<file path="config.mk">
export PLATFORM = sky130hd
export DESIGN_NAME = split_tracked_flat
export DESIGN_NICKNAME = d
export VERILOG_FILES = /design/src/rtl/split_tracked_pkg.sv /design/src/rtl/split_tracked_if.sv /design/src/rtl/split_track.sv /design/src/rtl/split_tracked.sv /design/src/flat_wrapper.sv
export SDC_FILE = /design/constraint.sdc
export NUM_CORES = 1
export LEC_CHECK = 0
export ABC_AREA = 1
export CAP_MARGIN = 15
export CORE_AREA = 5 5 118 120
export CTS_BUF_LIST = sky130_fd_sc_hd__clkbuf_2 sky130_fd_sc_hd__clkbuf_4 sky130_fd_sc_hd__clkbuf_8
export DETAILED_ROUTE_END_ITERATION = 10
export DIE_AREA = 0 0 123 125
export PLACE_DENSITY_LB_ADDON = 0.05
export SETUP_SLACK_MARGIN = 0.1
export SKIP_LAST_GASP = 1
export SYNTH_ARGS = -nofsm -noshare
export SYNTH_HDL_FRONTEND = slang
export SYNTH_HIERARCHICAL = 1
export SYNTH_SLANG_ARGS = --single-unit
</file>
<file path="constraint.sdc">
create_clock -name clk -period 2.65 [get_ports clk]
set_input_delay 0.53 -clock clk [delete_from_list [all_inputs] [get_ports clk]]
set_output_delay 0.53 -clock clk [all_outputs]
set_load 0.01 [all_outputs]
</file>
<file path="src/rtl/split_tracked_pkg.sv">
// Shared definitions for the tracked master-to-N-slave split and its bookkeeping.
// This package derives the packed bus widths and names the source of the response.
package split_tracked_pkg;

    typedef enum logic {
        RSP_SLAVE = 1'b0,
        RSP_ERROR = 1'b1
    } rsp_src_e;

    localparam logic [31:0] DEFAULT_ERR_DATA = 32'hDEADBEEF;

    // Request layout is {valid, addr, wdata, wstrb}, with valid in the MSB.
    function automatic int req_width(input int addr_w, input int data_w);
        return 1 + addr_w + data_w + data_w / 8;
    endfunction

    // Response layout is {rdata, ready}, with ready in the LSB.
    function automatic int resp_width(input int data_w);
        return data_w + 1;
    endfunction

endpackage

</file>
<file path="src/rtl/split_tracked_if.sv">
// Bundles the master-facing and slave-facing buses of split_tracked.
// The slave modport is the view the split itself takes; the master modport is its environment.
interface split_tracked_if #(
    parameter int N_SLAVES = 2,
    parameter int SEL_W    = $clog2(N_SLAVES),
    parameter int ADDR_W   = 32,
    parameter int DATA_W   = 32
);
    import split_tracked_pkg::*;

    localparam int REQ_W  = req_width(ADDR_W, DATA_W);
    localparam int RESP_W = resp_width(DATA_W);

    logic [REQ_W-1:0]           m_req;
    logic                       m_busy;
    logic [RESP_W-1:0]          m_resp;
    logic [SEL_W-1:0]           s_sel;
    logic [N_SLAVES*REQ_W-1:0]  s_req;
    logic [N_SLAVES*RESP_W-1:0] s_resp;
    logic                       stray;

    modport slave (
        input  m_req,
        input  s_sel,
        input  s_resp,
        output m_busy,
        output m_resp,
        output s_req,
        output stray
    );

    modport master (
        output m_req,
        output s_sel,
        output s_resp,
        input  m_busy,
        input  m_resp,
        input  s_req,
        input  stray
    );

endinterface

</file>
<file path="src/rtl/split_track.sv">
// Outstanding-transaction tracker: counts accepted requests, remembers the target slave
// and generates the one-shot ready used for selects that no slave decodes.
module split_track
    import split_tracked_pkg::*;
#(
    parameter int N_SLAVES = 2,
    parameter int SEL_W    = $clog2(N_SLAVES),
    parameter int MAX_OUT  = 4
) (
    input  logic                clk,
    input  logic                rst,
    input  logic                m_valid,
    input  logic [SEL_W-1:0]    s_sel,
    input  logic [N_SLAVES-1:0] rdy_vec,
    output logic                busy,
    output logic                acc,
    output logic                vld,
    output logic [SEL_W-1:0]    cur_sel,
    output logic                cnt_zero,
    output rsp_src_e            src
);

    localparam int CNT_W = $clog2(MAX_OUT + 1);

    logic [CNT_W-1:0]        cnt;
    logic                    err_rdy;
    logic                    rsp_rdy;
    logic [(1<<SEL_W)-1:0]   rdy_pad;

    function automatic logic in_range(input logic [SEL_W-1:0] sel);
        return int'(sel) < N_SLAVES;
    endfunction

    // Busy never looks at the responses, so a response at the full limit cannot reopen the port in the same cycle.
    assign busy     = (cnt == CNT_W'(MAX_OUT)) | ((cnt != '0) & (s_sel != cur_sel));
    assign acc      = m_valid & ~busy;
    assign cnt_zero = (cnt == '0);
    assign src      = in_range(cur_sel) ? RSP_SLAVE : RSP_ERROR;

    always_comb begin
        rdy_pad                = '0;
        rdy_pad[N_SLAVES-1:0]  = rdy_vec;
    end

    assign rsp_rdy = (src == RSP_SLAVE) ? rdy_pad[cur_sel] : err_rdy;
    assign vld     = rsp_rdy & ~cnt_zero;

    always_ff @(posedge clk) begin
        if (rst) begin
            cnt     <= '0;
            cur_sel <= '0;
            err_rdy <= 1'b0;
        end else begin
            err_rdy <= acc & ~in_range(s_sel);
            if (acc) begin
                cur_sel <= s_sel;
            end
            if (acc && !vld) begin
                cnt <= cnt + CNT_W'(1);
            end else if (vld && !acc) begin
                cnt <= cnt - CNT_W'(1);
            end
        end
    end

endmodule

</file>
<file path="src/rtl/split_tracked.sv">
// Registered master-to-N-slave split: gates request valids by select, steers responses back
// from the slave that owns the outstanding requests, and flags readies nobody asked for.
module split_tracked
    import split_tracked_pkg::*;
#(
    parameter int                 N_SLAVES = 2,
    parameter int                 SEL_W    = $clog2(N_SLAVES),
    parameter int                 ADDR_W   = 32,
    parameter int                 DATA_W   = 32,
    parameter int                 MAX_OUT  = 4,
    parameter logic [DATA_W-1:0]  ERR_DATA = DEFAULT_ERR_DATA
) (
    input  logic           clk,
    input  logic           rst,
    split_tracked_if.slave bus
);

    localparam int REQ_W  = req_width(ADDR_W, DATA_W);
    localparam int RESP_W = resp_width(DATA_W);

    logic                m_valid;
    logic                busy;
    logic                acc;
    logic                vld;
    logic [SEL_W-1:0]    cur_sel;
    logic                cnt_zero;
    rsp_src_e            src;
    logic [N_SLAVES-1:0] rdy_vec;
    logic [N_SLAVES-1:0] stray_vec;
    logic [DATA_W-1:0]   sel_rdata;
    logic                stray_q;

    assign m_valid = bus.m_req[REQ_W-1];

    split_track #(
        .N_SLAVES (N_SLAVES),
        .SEL_W    (SEL_W),
        .MAX_OUT  (MAX_OUT)
    ) u_track (
        .clk      (clk),
        .rst      (rst),
        .m_valid  (m_valid),
        .s_sel    (bus.s_sel),
        .rdy_vec  (rdy_vec),
        .busy     (busy),
        .acc      (acc),
        .vld      (vld),
        .cur_sel  (cur_sel),
        .cnt_zero (cnt_zero),
        .src      (src)
    );

    // Payload fans out to every slave; only the selected slave sees valid.
    for (genvar i = 0; i < N_SLAVES; i++) begin : g_port
        assign bus.s_req[i*REQ_W +: REQ_W] = {acc & (bus.s_sel == SEL_W'(i)), bus.m_req[REQ_W-2:0]};
        assign rdy_vec[i]                  = bus.s_resp[i*RESP_W];
    end

    always_comb begin
        sel_rdata = '0;
        for (int i = 0; i < N_SLAVES; i++) begin
            if (cur_sel == SEL_W'(i)) begin
                sel_rdata = bus.s_resp[i*RESP_W+1 +: DATA_W];
            end
        end
        if (src == RSP_ERROR) begin
            sel_rdata = ERR_DATA;
        end
    end

    assign bus.m_busy = busy;
    assign bus.m_resp = {(vld ? sel_rdata : {DATA_W{1'b0}}), vld};

    // A ready is stray when nothing is outstanding or it comes from a slave other than the owner.
    always_comb begin
        stray_vec = '0;
        for (int j = 0; j < N_SLAVES; j++) begin
            stray_vec[j] = rdy_vec[j] & (cnt_zero | (cur_sel != SEL_W'(j)));
        end
    end

    always_ff @(posedge clk) begin
        if (rst) begin
            stray_q <= 1'b0;
        end else begin
            stray_q <= |stray_vec;
        end
    end

    assign bus.stray = stray_q;

endmodule

</file>
<file path="src/flat_wrapper.sv">
// flat-port wrapper written by rule: the top's interface ports become plain ports
module split_tracked_flat import split_tracked_pkg::*;
#(
    parameter int                 N_SLAVES = 2,
    parameter int                 SEL_W    = $clog2(N_SLAVES),
    parameter int                 ADDR_W   = 32,
    parameter int                 DATA_W   = 32,
    parameter int                 MAX_OUT  = 4,
    parameter logic [DATA_W-1:0]  ERR_DATA = DEFAULT_ERR_DATA
)
  (clk, rst, bus_m_req, bus_s_sel, bus_s_resp, bus_m_busy, bus_m_resp, bus_s_req, bus_stray);
  split_tracked_if #(.N_SLAVES(N_SLAVES), .SEL_W(SEL_W), .ADDR_W(ADDR_W), .DATA_W(DATA_W)) bus_i ();
  input  logic clk;
  input  logic rst;
  input wire logic [$bits(bus_i.m_req)-1:0] bus_m_req;
  input wire logic [$bits(bus_i.s_sel)-1:0] bus_s_sel;
  input wire logic [$bits(bus_i.s_resp)-1:0] bus_s_resp;
  output wire logic [$bits(bus_i.m_busy)-1:0] bus_m_busy;
  output wire logic [$bits(bus_i.m_resp)-1:0] bus_m_resp;
  output wire logic [$bits(bus_i.s_req)-1:0] bus_s_req;
  output wire logic [$bits(bus_i.stray)-1:0] bus_stray;
  assign bus_i.m_req = bus_m_req;
  assign bus_i.s_sel = bus_s_sel;
  assign bus_i.s_resp = bus_s_resp;
  assign bus_m_busy = bus_i.m_busy;
  assign bus_m_resp = bus_i.m_resp;
  assign bus_s_req = bus_i.s_req;
  assign bus_stray = bus_i.stray;
  split_tracked #(.N_SLAVES(N_SLAVES), .SEL_W(SEL_W), .ADDR_W(ADDR_W), .DATA_W(DATA_W), .MAX_OUT(MAX_OUT), .ERR_DATA(ERR_DATA)) u_core (.clk(clk), .rst(rst), .bus(bus_i));
endmodule
</file>
---- Word-level counts from Yosys, hierarchy flattened ----
Index checks and enable logic that the tools add are counted.
word-level totals
  register bits after elaboration ......... 5
operators by class
  muxes and demuxes ....................... 6
  $add $sub $neg .......................... 2
  reduce and logical (&&, ||, !) cells .... 8
  bitwise gates (word level) .............. 14
  equality and inequality tests ........... 2
  magnitude comparators ................... 1
operators with widths
  operator                                                              number
  32-bit two-way mux                                                    2
  1-bit AND                                                             7
  3-bit two-way mux                                                     2
  1-bit inverter                                                        4
  3-bit by 1-bit adder with 3-bit output, second input constant         1
  3-bit == test, second input constant                                  1
  3-bit logical NOT                                                     1
  1-bit OR                                                              3
  3-bit nonzero test                                                    1
  3-bit by 1-bit subtractor with 3-bit output, second input constant    1
  1-bit logical AND                                                     2
  1-bit logical NOT                                                     2
  1-bit by 2-bit < comparator with 1-bit output, second input constant  1
  1-bit two-way mux                                                     2
  2-bit nonzero test                                                    1
  2-bit OR reduction                                                    1
  1-bit inequality test                                                 1

---- Longest topological paths before layout ----
  depth in word-level cells ............... 9
  depth in mapped cells ................... 14
  depth with buffers taken out ............ 14

---- Modules after synthesis ----
Netlist, hierarchy kept.
modules (own cells, without submodules)
  module         sequential area each (um^2)  area an instance (um^2)  instances  cells an instance
  split_tracked  20.0                         1,826.8                  1          306
  split_track    80.1                         291.5                    1          46

---- Least setup slack after synthesis ----
OpenSTA, ideal clock, no wires.
  kind .................................... input port to flip-flop
  start point ............................. in bus_s_sel
  end point ............................... reg u_core.u_track.cnt[2]
  data arrival time ....................... 1.755 ns
  data required time ...................... 2.533 ns
  path buffers ............................ 0
  setup slack ............................. 0.778 ns
  stages on the path ...................... 13
  library setup time ...................... 0.117 ns
  path through ............................ inv_1 nand2_1 nand2_1 nand2_2 nand3_2 inv_1 ha_1 inv_2 fa_1 nand2_1 nand3_1 o21ai_1 a21oi_1
between the ends
  cells in the longest elaborated chain, start to end .. 8
  elaborated cells on any way between the ends .. 10
ends and longest elaborated chain
  item                                 RTL line             RTL
  from (decl)                          flat_wrapper.sv:16   input wire logic [$bits(bus_i.s_sel)-1:0] bus_s_sel;
  1-bit inequality test (*)            split_track.sv:35    assign busy = (cnt == CNT_W'(MAX_OUT)) | ((cnt != '0) & (s_sel != cur_sel));
  1-bit AND (*)                        split_track.sv:35
  1-bit OR (*)                         split_track.sv:35
  1-bit inverter (*)                   split_track.sv:36    assign acc = m_valid & ~busy;
  1-bit AND (*)                        split_track.sv:36
  named net u_core.acc                 split_tracked.sv:23  logic acc;
  1-bit logical NOT                    split_track.sv:60    end else if (vld && !acc) begin
  1-bit logical AND                    split_track.sv:60
  2-bit nonzero test (no source line)  --
  to (signal assigned)                 split_track.sv:59    cnt <= cnt + CNT_W'(1);
  to (signal assigned)                 split_track.sv:61    cnt <= cnt - CNT_W'(1);
  to (decl)                            split_track.sv:25    logic [CNT_W-1:0] cnt;
Mark *: on every way through the listed nets, which the timed path passes. The rest lies on a longest branch.
A chain may end at the register's enable or synchronous reset.

---- Final worst setup path ----
  start point ............................. in bus_s_resp[33]
  end point ............................... out bus_m_resp[4]
between the ends
  cells in the longest elaborated chain, start to end .. 4
ends and longest elaborated chain
  item                                                  RTL line             RTL
  from (decl)                                           flat_wrapper.sv:17   input wire logic [$bits(bus_i.s_resp)-1:0] bus_s_resp;
  1-bit two-way mux (not written as such) (2 in a row)  split_track.sv:45    assign rsp_rdy = (src == RSP_SLAVE) ? rdy_pad[cur_sel] : err_rdy;
  1-bit AND                                             split_track.sv:46    assign vld = rsp_rdy & ~cnt_zero;
  32-bit two-way mux                                    split_tracked.sv:72  assign bus.m_resp = {(vld ? sel_rdata : {DATA_W{1'b0}}), vld};
  to (decl)                                             flat_wrapper.sv:19   output wire logic [$bits(bus_i.m_resp)-1:0] bus_m_resp;
No other way between the ends. The select of a mux whose other input is x is not followed.

==> impl_table.tex <==
\begin{tabular}{lr}
\hline
Metric & Value \\
\hline
\multicolumn{2}{l}{\textbf{Run status}} \\
\quad Result of the run & complete, no violations \\
\multicolumn{2}{l}{\textbf{Final layout}} \\
\quad Number of fillers in the final layout & 1,508 \\
\quad Area added between synthesis and finish & 11.8\% \\
\quad Number of standard cells in the final layout excluding fillers & 500 \\
\quad Reg area & around 100 um\^{}2 \\
\quad Area taken by multi-input logic gates & 744 um\^{}2 \\
\quad Antenna Cells & 0 \\
\quad Final instance area & 0.00237 mm\^{}2 \\
\quad Nets & between 400 and 500 \\
\quad Share of cells above drive strength 1 & 17.0\% \\
\multicolumn{2}{l}{\textbf{Synthesis}} \\
\quad Post-synthesis share of cell area spent on xor and xnor gates & less than 1\% \\
\quad Cell with the most instances after synthesis & buf\_4 \\
\quad Top\_reg\_cell synth & dfxtp\_1 \\
\quad Post-synthesis simple-gate area fraction & a little under a third \\
\quad Area share of the largest cell type after synthesis & 49.6\% \\
\quad Cells after synthesis & 352 \\
\quad Seq/Total Area, Yosys & 4.73\% \\
\quad Adder-Cell Fraction of Synth Area & 1.54\% \\
\quad Compound-cell area share of the yosys netlist & roughly 1.7\% \\
\quad Number of enable-type register cells in the synthesized netlist & 0 \\
\quad Main combinational cell family by area after synthesis & buffers and inverters \\
\quad Synth warn & 6 \\
\quad Async set-or-reset flop fraction in the synthesized netlist & 0\% \\
\quad Post-Syn Area per Cell & 6.02 um\^{}2 \\
\quad Post-synthesis instance area & 0.00212 mm\^{}2 \\
\quad Leading post-synthesis cells by cell area & buf\_4, nand2\_1, nand3\_1 \\
\quad Mux contribution to synthesized area & 0\% \\
\quad Commonest cells post-synth & buf\_4, nand2\_1, inv\_1 \\
\quad Synth Register Bits & 5 \\
\quad Yosys top cell by area & buf\_4 \\
\quad Post-synth cell types & 23 \\
\quad Post-synthesis net count & 492 \\
\multicolumn{2}{l}{\textbf{Clock tree}} \\
\quad Total of hold buffers inserted after clock tree synthesis & 0 \\
\quad Clock latency on the worst-skew pair & $\sim$0.22 ns \\
\quad Number of H-tree levels & 1 \\
\quad Clk pin slew, worst setup/hold paths & roughly 0.040 ns \\
\quad Num CTS Buffers & 3 \\
\quad CTS sink cnt & 5 \\
\quad Number of buffers on the longest clock path & 2 \\
\quad Cell at the root of the clock tree & clkbuf\_8 \\
\quad TritonCTS clock tree & done \\
\multicolumn{2}{l}{\textbf{Critical path}} \\
\quad RR Startpoint & u\_core/u\_track/cur\_sel\$\_SDFFE\_PP0P\_ \\
\quad CP cell instances & clkdlybuf4s50\_1 > nand2\_1 > nand2\_1 > o21ai\_2 > inv\_2 > buf\_4 > buf\_12 > nand2\_1 > inv\_1 > dlygate4sd2\_1 \\
\quad Capture point of the worst reg-to-reg path & u\_core/u\_track/cnt[2]\$\_SDFFE\_PP0P\_ \\
\quad Worst Setup End Kind & primary output \\
\quad Worst Path Required & between 2 and 2.5 ns \\
\quad Crit path largest cell delay & 0.47 ns \\
\quad Setup slack, reg-to-reg & 0.64 ns \\
\quad Worst Path Max Fanout & 11 \\
\quad Worst path slowest cell & clkdlybuf4s50\_1 \\
\quad Cell depth of the worst flop-to-flop path & 14 \\
\quad Category of the most critical setup path & in -> out \\
\quad Cell occurring most often along the worst timing path & nand2\_1 \\
\quad Crit start category & input port \\
\quad Data arrival at the endpoint of the critical path & 1.90 ns \\
\multicolumn{2}{l}{\textbf{Power and ir drop}} \\
\quad Max VDD drop & 0.250 mV \\
\quad Cell leakage power & 1.24 nW \\
\quad Net switching power & approximately 0.00068 W \\
\quad Share of power burned in registers & 9.8\% \\
\quad Total power density per cell area & 605 mW/mm\^{}2 \\
\quad Internal & 0.000753 W \\
\quad Switching share of power & 47.4\% \\
\quad Combinational fraction of design power & 79.7\% \\
\quad Proportion of power drawn by the clock network & 10.5\% \\
\multicolumn{2}{l}{\textbf{Floorplanning}} \\
\quad Initial Util & around 16\% \\
\quad Vertical die dimension & 125 um \\
\quad Number of top-level pins & 311 \\
\quad Area of the die & 0.0154 mm\^{}2 \\
\quad Row count & 42 \\
\quad Placeable Area & 0.0129 mm\^{}2 \\
\quad Overall die width & 123 um \\
\multicolumn{2}{l}{\textbf{STA}} \\
\quad Setup Skew & 0.00171 ns \\
\quad Endpoints failing setup & 0 \\
\quad Setup repair after global routing missed its margin & yes \\
\quad Least setup slack across all paths after layout & 0.217 ns \\
\quad Worst hold slack across all endpoints & 0.542 ns \\
\quad Summed negative setup slack over all endpoints & 0 ns \\
\quad Final critical delay including setup and external delays & 2.43 ns \\
\quad Slew Limit Fails & 0 \\
\quad Part of the cycle the worst path needs & 91.8\% \\
\quad Maximum clock frequency & 0.411 GHz \\
\quad Final hold viol count & 0 \\
\multicolumn{2}{l}{\textbf{Placement}} \\
\quad Setup slack after placement & -0.210 ns \\
\quad Weighted congestion at the end of routability-driven global placement & 0.648 \\
\quad Total instance count after detailed placement & 493 \\
\quad Buffers on Ports & 106 \\
\quad Area post-placement & 0.00235 mm\^{}2 \\
\quad Final HPWL DP & between 5000 and 6000 um \\
\multicolumn{2}{l}{\textbf{Hold path}} \\
\quad Worst hold stages & 2 \\
\quad Min-Delay Startpoint & u\_core/u\_track/cnt[1]\$\_SDFFE\_PP0P\_ \\
\quad Worst hold path type & reg -> reg \\
\quad Hold Crit Endpoint & u\_core/u\_track/cnt[1]\$\_SDFFE\_PP0P\_ \\
\multicolumn{2}{l}{\textbf{Detailed routing}} \\
\quad Total detailed-routing wirelength & 6540 um \\
\quad Vias & 1,685 \\
\quad Routed length per instance & 13.1 um \\
\quad Pre-antenna DRT Iters & 4 \\
\quad Final ANT Viol Nets & 0 \\
\quad Initial drt markers & 39 \\
\quad Number of design rule violations left after detail routing & 0 \\
\quad Avg Vias per Cell & $\sim$3.4 \\
\multicolumn{2}{l}{\textbf{Global route}} \\
\quad GRT overflow & 0 \\
\quad Wire length of the first global-routing pass & about 10,000 um \\
\quad Largest net degree at the start of global routing & 33 \\
\quad Antenna violations before repair & 0 \\
\quad Total global-route track usage & 7.98\% \\
\quad Vias in the first global route & 1,848 \\
\multicolumn{2}{l}{\textbf{Job}} \\
\quad Max-Cap Viols & 0 \\
\hline
\end{tabular}
[power by group through the flow]
stage	Combinational (W)	Clock, W	Sequential, W
2_1_floorplan	0.000853	0	0.000125
3_3_place_gp	0.00124	0	0.000144
3_5_place_dp	0.00123	0	0.000141
4_1_cts	0.00115	0.000157	0.000140
5_1_grt	0.00129	0.000161	0.000145
6_report	0.00114	0.000150	0.000141
[per-layer routing]
layer | up-vias | track usage, % | wire length, um
li1 | 852 | - | -
met1 | 709 | 9.16 | 2520
met2 | 92 | 13.1 | 2950
met3 | 32 | 3.07 | 807
met4 | 0 | 3.52 | 257
met5 | - | 0 | 0
[flip-flops by register name, indices dropped and copies added (netlist names)]
| name | count |
|---|---|
| u_core/u_track/cnt | 3 |
| u_core/bus.stray | 1 |
| u_core/u_track/cur_sel | 1 |
[worst max-delay path: cells and delay by family]
| kind | cells | cell delay [ns] |
|---|---|---|
| buffers and inverters | 6 | 1.09 |
| AND/OR/NAND/NOR | 3 | 0.20 |
| AO/OA/AOI/OAI | 1 | 0.07 |
[area by class of cell]
class	count	share of cell area [%]
clock buffers	4	2.06
flip-flops and latches	5	4.28
well taps	176	9.30
repair buffers	118	46.4
multi-input cells	157	31.4
inverters	40	6.55
[per-stage QoR]
stage | utilization (%) | power (W)
final | 18.4 | 0.00143
after global routing | 18.4 | 0.00160
after CTS | 18.5 | 0.00144
after detailed placement | 18.3 | 0.00137
after global placement | 18.3 | 0.00139
after floorplan | - | 0.000978
[placed cells by master (no fill, tap or decap), drive strengths merged]
cell / Yosys / layout
a21oi: 3 / 3
dfxtp: 5 / 5
conb: 1 / 1
dlygate4sd2: 0 / 13
xor2: 1 / 1
fa: 1 / 1
nand2: 91 / 91
clkdlybuf4s50: 0 / 70
nand3: 26 / 26
buf: 150 / 12
nor2: 21 / 21
inv: 40 / 40
dlymetal6s2s: 0 / 1
clkdlybuf4s15: 0 / 9
o21ai: 4 / 4
ha: 1 / 1
nand4: 1 / 1
clkbuf: 0 / 17
nor3: 7 / 7
[logic make-up after synthesis]
kind of cell,Yosys count
flip-flops,5
adder cells (fa/ha/maj),2
AO/OA/AOI/OAI,7
XOR/XNOR,1
AND/OR/NAND/NOR,146
buffers and inverters,190
other,1
[worst max path at each step]
stage / start / endpoint / slack [ns] / depth (start not counted)
global route: bus_s_resp[33] / bus_m_resp[4] / 0.07 / 10
global placement: bus_s_resp[33] / bus_m_resp[18] / -0.19 / 8
CTS: bus_s_resp[33] / bus_m_resp[23] / 0.09 / 9
finish: bus_s_resp[33] / bus_m_resp[4] / 0.22 / 10
detailed placement: bus_s_resp[33] / bus_m_resp[21] / -0.21 / 8
floorplan: bus_s_sel / u_core/u_track/cnt[2]$_SDFFE_PP0P_ / 0.78 / 13
[what timing repair did]
action	CTS	global route
buffers inserted	2	1
gates resized for setup	36	42
endpoints found under the setup margin	35	24
pin swaps	0	0
Power figures use the tool's default switching activity.
